[src/rtl/spi_slave_endpoint.sv]
// spi_slave_endpoint: SPI mode-0 slave, oversampled in the HCLK domain.
// Presents each received byte locally and returns bytes from a one-deep TX holding register.
module spi_slave_endpoint #(
  parameter logic [7:0] FILL_BYTE = 8'h00
) (
  input  logic       clk_i,
  input  logic       rst_i,
  input  logic       spi_clk_i,
  input  logic       spi_ss_n_i,
  input  logic       spi_mosi_i,
  output logic       spi_miso_o,
  output logic [7:0] rx_data_o,
  output logic       rx_valid_o,
  input  logic [7:0] tx_data_i,
  input  logic       tx_valid_i,
  output logic       tx_ready_o,
  output logic       underrun_o,
  output logic       abort_o,
  output logic       busy_o
);

  typedef enum logic {IDLE, ACTIVE} state_t;

  // Index 0 samples the pin, index 1 is the synchronized level, index 2 is its delayed copy.
  logic [2:0] sclk_sync;
  logic [2:0] ss_sync;
  logic [1:0] mosi_sync;

  always_ff @(posedge clk_i) begin
    if (rst_i) begin
      sclk_sync <= 3'b111;
      ss_sync   <= 3'b111;
      mosi_sync <= 2'b11;
    end else begin
      sclk_sync <= {sclk_sync[1:0], spi_clk_i};
      ss_sync   <= {ss_sync[1:0], spi_ss_n_i};
      mosi_sync <= {mosi_sync[0], spi_mosi_i};
    end
  end

  logic sclk_rise, sclk_fall, ss_fall, ss_rise, mosi_s2;
  assign sclk_rise = sclk_sync[1] & ~sclk_sync[2];
  assign sclk_fall = ~sclk_sync[1] & sclk_sync[2];
  assign ss_fall   = ~ss_sync[1] & ss_sync[2];
  assign ss_rise   = ss_sync[1] & ~ss_sync[2];
  assign mosi_s2   = mosi_sync[1];

  state_t     state;
  logic [7:0] tx_hold;
  logic       tx_full;
  logic [7:0] tx_shift;
  logic [7:0] rx_shift;
  logic [2:0] bit_cnt;
  logic       byte_done;

  logic [2:0] cnt_inc;
  logic [7:0] rx_next;
  logic [7:0] reload_byte;
  logic       abort_cond;

  assign cnt_inc     = bit_cnt + 3'd1;
  assign rx_next     = {rx_shift[6:0], mosi_s2};
  assign reload_byte = tx_full ? tx_hold : FILL_BYTE;
  // A sample landing with the select release counts first; only a still-partial byte aborts.
  assign abort_cond  = sclk_rise ? (cnt_inc != 3'd0) : (bit_cnt != 3'd0);
  assign tx_ready_o  = ~tx_full;

  always_ff @(posedge clk_i) begin
    if (rst_i) begin
      state      <= IDLE;
      tx_hold    <= 8'h00;
      tx_full    <= 1'b0;
      tx_shift   <= 8'h00;
      rx_shift   <= 8'h00;
      bit_cnt    <= 3'd0;
      byte_done  <= 1'b0;
      spi_miso_o <= 1'b0;
      rx_data_o  <= 8'h00;
      rx_valid_o <= 1'b0;
      underrun_o <= 1'b0;
      abort_o    <= 1'b0;
      busy_o     <= 1'b0;
    end else begin
      rx_valid_o <= 1'b0;
      underrun_o <= 1'b0;
      abort_o    <= 1'b0;

      // Load and consume never coincide: loads need ~full, consumes need full.
      if (tx_valid_i && !tx_full) begin
        tx_hold <= tx_data_i;
        tx_full <= 1'b1;
      end

      case (state)
        IDLE: begin
          bit_cnt    <= 3'd0;
          byte_done  <= 1'b0;
          spi_miso_o <= 1'b0;
          if (ss_fall) begin
            tx_shift   <= reload_byte;
            spi_miso_o <= reload_byte[7];
            if (tx_full) tx_full <= 1'b0;
            else         underrun_o <= 1'b1;
            state  <= ACTIVE;
            busy_o <= 1'b1;
          end
        end
        ACTIVE: begin
          if (sclk_rise) begin
            rx_shift <= rx_next;
            bit_cnt  <= cnt_inc;
            if (bit_cnt == 3'd7) begin
              rx_data_o  <= rx_next;
              rx_valid_o <= 1'b1;
              byte_done  <= 1'b1;
            end
          end
          if (ss_rise) begin
            state      <= IDLE;
            busy_o     <= 1'b0;
            spi_miso_o <= 1'b0;
            bit_cnt    <= 3'd0;
            byte_done  <= 1'b0;
            if (abort_cond) abort_o <= 1'b1;
          end else if (sclk_fall) begin
            if (byte_done) begin
              tx_shift   <= reload_byte;
              spi_miso_o <= reload_byte[7];
              byte_done  <= 1'b0;
              if (tx_full) tx_full <= 1'b0;
              else         underrun_o <= 1'b1;
            end else begin
              tx_shift   <= {tx_shift[6:0], 1'b0};
              spi_miso_o <= tx_shift[6];
            end
          end
        end
        default: begin
          state  <= IDLE;
          busy_o <= 1'b0;
        end
      endcase
    end
  end

endmodule

[config.mk]
export PLATFORM = sky130hd
export DESIGN_NAME = spi_slave_endpoint
export DESIGN_NICKNAME = d
export VERILOG_FILES = /design/src/rtl/spi_slave_endpoint.sv
export SDC_FILE = /design/constraint.sdc
export NUM_CORES = 1
export LEC_CHECK = 0
export ABC_AREA = 1
export CAP_MARGIN = 40
export CORE_MARGIN = 2
export CORE_UTILIZATION = 50
export CTS_CLUSTER_DIAMETER = 80
export DETAILED_ROUTE_END_ITERATION = 8
export DONT_BUFFER_PORTS = 1
export PLACE_DENSITY_LB_ADDON = 0.05
export SLEW_MARGIN = 20
export SYNTH_ARGS = -nofsm -noshare
export SYNTH_HDL_FRONTEND = slang
export SYNTH_SLANG_ARGS = --single-unit
[constraint.sdc]
create_clock -name clk_i -period 1.76 [get_ports clk_i]
set_input_delay 0.44 -clock clk_i [delete_from_list [all_inputs] [get_ports clk_i]]
set_output_delay 0.44 -clock clk_i [all_outputs]
set_load 0.01 [all_outputs]
Yosys cells after proc, flatten, opt, wreduce, memory -nomap -nowiden
Cells that the tools add are included.
{ "op_classes": {"n_addsub": 1, "n_eq_ne": 7, "n_mux": 42, "bitwise": 12, "n_reduce_logical": 10} }
{ "op_table": {"columns": ["cell", "n"], "rows": [
  ["$mux W7", 4],
  ["$mux W1", 27],
  ["$pmux W7 S2", 1],
  ["$pmux W1 S2", 6],
  ["$mux W8", 1],
  ["$ne A2 B2 Y1 const B", 4],
  ["$not A1 Y1", 8],
  ["$mux W3", 2],
  ["$ne A3 B3 Y1 const B", 2],
  ["$pmux W3 S2", 1],
  ["$reduce_and A3 Y1", 2],
  ["$reduce_bool A3 Y1", 2],
  ["$reduce_or A3 Y1", 2],
  ["$and A1 B1 Y1", 4],
  ["$reduce_and A2 Y1", 2],
  ["$add A3 B1 Y3 const B", 1],
  ["$eq A3 B3 Y1 const B", 1],
  ["$logic_and A1 B1 Y1", 1],
  ["$logic_not A1 Y1", 1]
]} }
{ "word_totals": {"reg_bits": 49, "inputBits": 14, "out_inout_bits": 14, "elab_cells": 88} }

Depth between registers and ports, before layout
Gate-level depths: netlist of run 1.
{ "depth": {"depth_word": 8, "depth_mapped": 8, "ltp_nobuf": 8} }

Worst setup path after synthesis of run 1
OpenSTA, ideal clock, no wires.
{ "synth_path": {"path_kind": "reg-to-reg", "from": "register bit_cnt[0]", "to": "register rx_data_o[0]", "setup_time_ns": 0.070, "t_arrival_ns": 1.107, "t_required_ns": 1.690, "path_slack_ns": 0.583, "path_stages_with_launch": 7, "path_buffers": 1, "synth_period_minus_slack_ns": 1.177, "cell_sequence": "dfxtp_1 ha_1 ha_1 buf_4 nand2_2 nand2_1 a21oi_1"} }
{ "synth_between": {"elab_chain_len": 2} }
{ "synth_rtl": {"columns": ["item", "line_no", "text"], "rows": [
  ["start: declaration", "53", "logic [2:0] bit_cnt;"],
  ["start signal: assignment", "111", "bit_cnt <= cnt_inc;"],
  ["$eq A3 B3 Y1", "112", "if (bit_cnt == 3'd7) begin"],
  ["$reduce_and A3 Y1 (no source line)", null, null],
  ["end signal: assignment", "113", "rx_data_o <= rx_next;"],
  ["end: declaration", "12", "output logic [7:0] rx_data_o,"]
]} }
No other way between the ends.
A chain may end at the register's enable or synchronous reset.

Final worst setup path of run 1
{ "layout_path": {"from": "register bit_cnt[1]", "to": "register rx_data_o[5]"} }
The elaborated chain is that of the path after synthesis.

==> results of run 1 <==
worst register-to-register path, cell delays in order (launching register included):
cell and delay [ns]:
dfxtp_1 0.39, ha_1 0.17, ha_1 0.40, nand2_2 0.22
nand2_1 0.10, a21oi_1 0.06
state kept, by name, indices dropped and copies added (netlist names):
signal	count
abort_o	1
ss_sync	3
tx_full	1
underrun_o	1
rx_shift	7
state	1
rx_data_o	8
byte_done	1
busy_o	1
tx_hold	8
rx_valid_o	1
sclk_sync	3
mosi_sync	2
bit_cnt	3
spi_miso_o	1
tx_shift	7
kinds of logic after synthesis:
family | synth area share
simple gates | 0.297
flops | 0.499
compound gates | 0.111
buf+inv | 0.0669
fa+ha+maj | 0.0255
routing by layer:
layer	up-vias	GRT usage	share of wire
li1	811	-	-
met1	664	0.249	0.52
met2	27	0.270	0.43
met3	5	0.0422	0.038
met4	0	0.0689	0.012
met5	-	0	0
area by class of cell:
type,instances,share of cell area
clock inverter,1,0.0144
inverter,20,0.0359
sequential,49,0.469
clock buffer,7,0.0413
timing repair buffer,1,0.00359
tap,48,0.0287
multi-input combinational,179,0.407
where the power goes:
part           leakage (nW)  internal (mW)  total (mW)  switching, mW
sequential            0.400           1.15        1.18         0.0318
combinational         0.474         0.0518       0.143         0.0909
clock                0.0585          0.463       0.808          0.345
total                 0.933           1.67        2.14          0.467
synth_stat cells (all sizes together):
library cell | n | area, um2
nand2 | 59 | 244
and3 | 1 | 6.26
a21oi | 23 | 119
o21ai | 20 | 100
ha | 4 | 50.1
nor3 | 3 | 15.0
inv | 19 | 71.3
nor3b | 1 | 7.51
clkinv | 1 | 3.75
or2 | 9 | 56.3
dfxtp | 49 | 981
buf | 6 | 48.8
nand3 | 13 | 65.1
nor2 | 46 | 189
clkbuf | 2 | 7.51
final timing paths:
check / to / slack [ns] / cells after the start
worst max-delay path: rx_data_o[5]$_SDFFE_PP0P_ / 0.32 / 5
worst min register to register: mosi_sync[1]$_SDFF_PP1_ / 0.41 / 1
worst max register to register: rx_data_o[5]$_SDFFE_PP0P_ / 0.32 / 5
worst min-delay path: tx_full$_SDFF_PP0_ / 0.21 / 1
through the flow:
stage | hold slack, ns | area, um2 | cells | power (mW) | utilization
floorplan | 0.389 | 1960 | 256 | 1.33 | -
global placement | 0.392 | 1980 | 297 | 1.35 | 0.532
detailed placement | 0.396 | 1980 | 297 | 1.35 | 0.532
CTS | 0.192 | 2090 | 305 | 2.16 | 0.563
global route | 0.190 | 2090 | 305 | 2.23 | 0.563
finish | 0.206 | 2090 | 305 | 2.14 | 0.563
==> run metrics, run 1 <==
Unique masters post-synth=23; Worst Setup Path Type=reg2reg; antenna violations before repair=0; clock buffer depth=2; Cell Area, Synth=1960 um2; Hold/Removal Path Class=in2reg; startpoint types=register; Filler cells=353; Avg Cell Area, Syn=7.67 um2; Post-CTS Setup Inserts=0; Tcrit/Tclk final=0.820; slowest CP cell=ha_1; Max FO, Critical Path=10; Final Hold Vio Count=0; PwrDens=approximately 1000 nW/um2; Total Wirelength=~3600 um; DP Wirelength=2510 um; final worst-path setup slack=roughly 0.32 ns; nets=between 200 and 300; Core Region=between 3000 and 4000 um2; Bufs and invs on worst path=0; FF/Latch Area=slightly below 1000 um2; Worst path max stage delay=roughly 0.4 ns; area delta synth->final=6.50%; io pins=28; vias per inst=roughly 4.9; Die Wd=~67 um; synthesized net count=274; Req. time, crit path=approximately 2 ns; cell family with most CP delay=adder cells; clock latency on the worst-skew pair=between 0.2 and 0.3 ns; Placer Congestion=around 0.8; Die ar.=between 4000 and 5000 um2; CTS resizes=0; max-slew violation count=0; relative slew slack=0.726; worst-path cell chain=ha_1, ha_1, nand2_2, nand2_1, a21oi_1; CTS Buf Count=5; Peak VDD IR=~0.55 mV; fin crit period=~1.4 ns; DRT Pass-1 Iters=5; clock root buffer=clkbuf_8; most common cell after layout, fill and taps aside=nand2_1; CP Capture Type=register; RSZ-0062 raised after global routing=false; 1st-iter DRT viols=approximately 140; CTS tree=done; overall routing resource usage=0.180; setup TNS=0 ns; status=completed; largest net degree at the start of global routing=22; clock sinks=49; Reg clk slew, reported paths=about 0.08 ns; die height=~67 um; most used cell, CP=ha_1; drt drc=0; RR Startpoint=bit_cnt[1]$_SDFFE_PP0P_; Via Count=about 1500; synth warn=0; Leak Pwr=approximately 0.93 nW; Worst-Margin Slew=0.411 ns; Max Cap Viol=0; # diodes=0; # rows=22; Initial Utilization=0.529; Max Fclk=between 0.6 and 0.7 GHz; wire per inst=between 10 and 15 um; port buffer count=0; Syn Inst Count=roughly 260; total global routing overflow=0; most frequent cells in the layout=nand2_1, dfxtp_1, nor2_1; pre-CTS setup slack=0.356 ns; register area share after synthesis=0.499; Worst Path Arrival=1.63 ns; share of cells above drive strength 1=0.0973; Final setup viols=0; Setup crit start=bit_cnt[1]$_SDFFE_PP0P_; number of global-route vias before repair=around 1400; #FFs+latches synth=between 40 and 50; Worst Min Path Start=rst_i; number of H-tree levels=2; first-pass GRT wire length=about 6100 um; Routed Antenna Nets=0; clk_skew=approximately 0.0055 ns; # hold bufs at CTS=0; multi-input logic area=approximately 850 um2
Note: power is estimated with default switching activity, not from simulation.
==> run 2, diff against run 1 <==
- clock period: 1.76 -> 1.28 ns (I/O delays scaled with it)
==> run 2 against run 1 <==
  * Routed wire length rose by 2.3%
  * Clock skew rose by 0.0026 ns
  * Final area rose by 5.5%
  * Total power rose by 28%
  * Count of clock-buffer cells in the layout fell by 2
  * Die area did not move
  * Core utilization rose by 3.1 points
  * Hold slack got worse by 0.13 ns
  * Via count rose by 3.2%
  * Non-clock buffer count rose by 14
  * Critical path depth fell by 3
  * Setup slack got worse by 0.22 ns
  * Critical path type is now reg2out
  * Largest power group unchanged
==> run metrics, run 2 (synthesis results as in run 1) <==
setup TNS=0 ns; Hold Crit Endpoint=rx_data_o[6]$_SDFFE_PP0P_; status=completed; total global routing overflow=0; relative slew slack=0.837; Comb power frac=0.082; io pins=28; clock power share=0.323; Initial Utilization=0.529; Final setup viols=0; Placer Congestion=0.785; largest net degree at the start of global routing=21; clock buffer depth=2; first-pass GRT wire length=about 6400 um; PwrDens=approximately 1200 nW/um2; flop2flop setup slack=0.1 ns; wire per inst=~12 um; Peak VDD IR=about 0.75 mV; worst r2r path cells=5; WHS=~0.074 ns; Hold/Removal Path Class=in2reg; Total Wirelength=3720 um; Die Wd=66.7 um; Tcrit/Tclk final=0.923; DRT Pass-1 Iters=5; clk_skew=around 0.008 ns; max-slew violation count=0; number of global-route vias before repair=between 1000 and 1500; CTS Buf Count=5; worst r2r dst=rx_data_o[4]$_SDFFE_PP0P_; Leak Pwr=1.00 nW; number of H-tree levels=2; clock latency on the worst-skew pair=0.30 ns; Die ar.=4450 um2; CTS tree=done; # diodes=0; Routed Antenna Nets=0; # rows=22; Worst Min Path Start=rst_i; Core Region=3720 um2; RR Startpoint=bit_cnt[1]$_SDFFE_PP0P_; RSZ-0062 raised after global routing=false; Max FO, Critical Path=4; Max Fclk=0.846 GHz; Max Cap Viol=0; global route hottest layer=met1; fin crit period=roughly 1.2 ns; Req. time, crit path=roughly 0.96 ns; nets=approximately 290; Final Hold Vio Count=0; hold depth=1; overall routing resource usage=0.192; GR Layer Usage met1=0.279; Via Count=about 1600; clock root buffer=clkbuf_8; vias per inst=approximately 5; Worst Path Arrival=between 0.8 and 0.9 ns; Reg clk slew, reported paths=0.09 ns; area delta synth->final=12.4%; met3 Use GR=0.0355; biggest regs=rx_data_o x8, tx_hold x8; Switch Pwr=about 0.67 mW; sw frac=0.246; Seq pwr share=0.595; startpoint types=register; most frequent cells in the layout=nand2_1, nor2_1, dfxtp_1; Worst Setup Path Type=reg2out; die height=approximately 67 um; most common cell after layout, fill and taps aside=nand2_1; drt drc=0; clock sinks=between 40 and 50; # hold bufs at CTS=0; GR Util met2=0.266; antenna violations before repair=0; port buffer count=0; DP Wirelength=2590 um; share of cells above drive strength 1=0.173; 1st-iter DRT viols=92; internal power=roughly 2.1 mW; Worst-Margin Slew=between 0.2 and 0.25 ns; CP Capture Type=primary output
## run 2: how the worst max path moves through the flow
stage / startpoint / endpoint / slack [ns] / cells after the start
floorplan: bit_cnt[0]$_SDFFE_PP0P_ / rx_data_o[0]$_SDFFE_PP0P_ / 0.10 / 6
global placement: bit_cnt[1]$_SDFFE_PP0P_ / rx_data_o[4]$_SDFFE_PP0P_ / 0.04 / 5
detailed placement: bit_cnt[1]$_SDFFE_PP0P_ / rx_data_o[4]$_SDFFE_PP0P_ / 0.01 / 5
CTS: bit_cnt[1]$_SDFFE_PP0P_ / rx_data_o[4]$_SDFFE_PP0P_ / 0.01 / 5
global route: bit_cnt[1]$_SDFFE_PP0P_ / rx_data_o[4]$_SDFFE_PP0P_ / 0.009 / 5
finish: tx_full$_SDFF_PP0_ / tx_ready_o / 0.1 / 2
## run 2: power by group through the flow
| stage | registers, mW | clock network [mW] | logic, mW |
|---|---|---|---|
| 2_1_floorplan | 1.65 | 0 | 0.181 |
| 3_3_place_gp | 1.66 | 0 | 0.219 |
| 3_5_place_dp | 1.66 | 0 | 0.221 |
| 4_1_cts | 1.62 | 0.913 | 0.222 |
| 5_1_grt | 1.63 | 0.974 | 0.261 |
| 6_report | 1.62 | 0.879 | 0.223 |
## run 2: stage by stage
step	setup slack, ns	total power, mW	utilization	cells	cell area [um2]
finish	0.0983	2.72	0.594	319	2210
detailed placement	0.0135	1.88	0.558	310	2070
CTS	0.0144	2.76	0.582	318	2160
global placement	0.0394	1.88	0.558	310	2070
global route	0.00937	2.87	0.594	319	2210
floorplan	0.103	1.83	-	256	1960
## run 2: layout make-up
type | instances | area (um2)
Clock inverter | 3 | 17.5
Inverter | 20 | 75.1
Clock buffer | 5 | 68.8
Tap cell | 48 | 60.1
Fill cell | 368 | 1510
Multi-Input combinational cell | 179 | 875
Sequential cell | 49 | 986
Timing Repair Buffer | 15 | 125
## run 2: critical path, stage by stage (launching register included)
cell     delay (ns)
dfxtp_2        0.36
inv_1          0.06
buf_4          0.15
## run 2: metal layers
layer  wire length, um  vias to the layer above
met1              1960                      689
li1                  -                      839
met5                 0                        -
met2              1600                       25
met4                25                        0
met3               137                        2
## run 2: timing repair
action | 4_1_cts | 5_1_grt
gates resized for setup | 1 | 8
buffers inserted | 0 | 1
pin swaps | 0 | 2
endpoints found under the hold margin | 0 | 0
cloned | 0 | 0
setup endpoints to repair | 1 | 14
==> run 3, diff against run 2 <==
- SLEW_MARGIN: 20 -> 5
==> results of run 3 <==
Same layout as run 2: the final DEF is identical, and so are final timing and power.
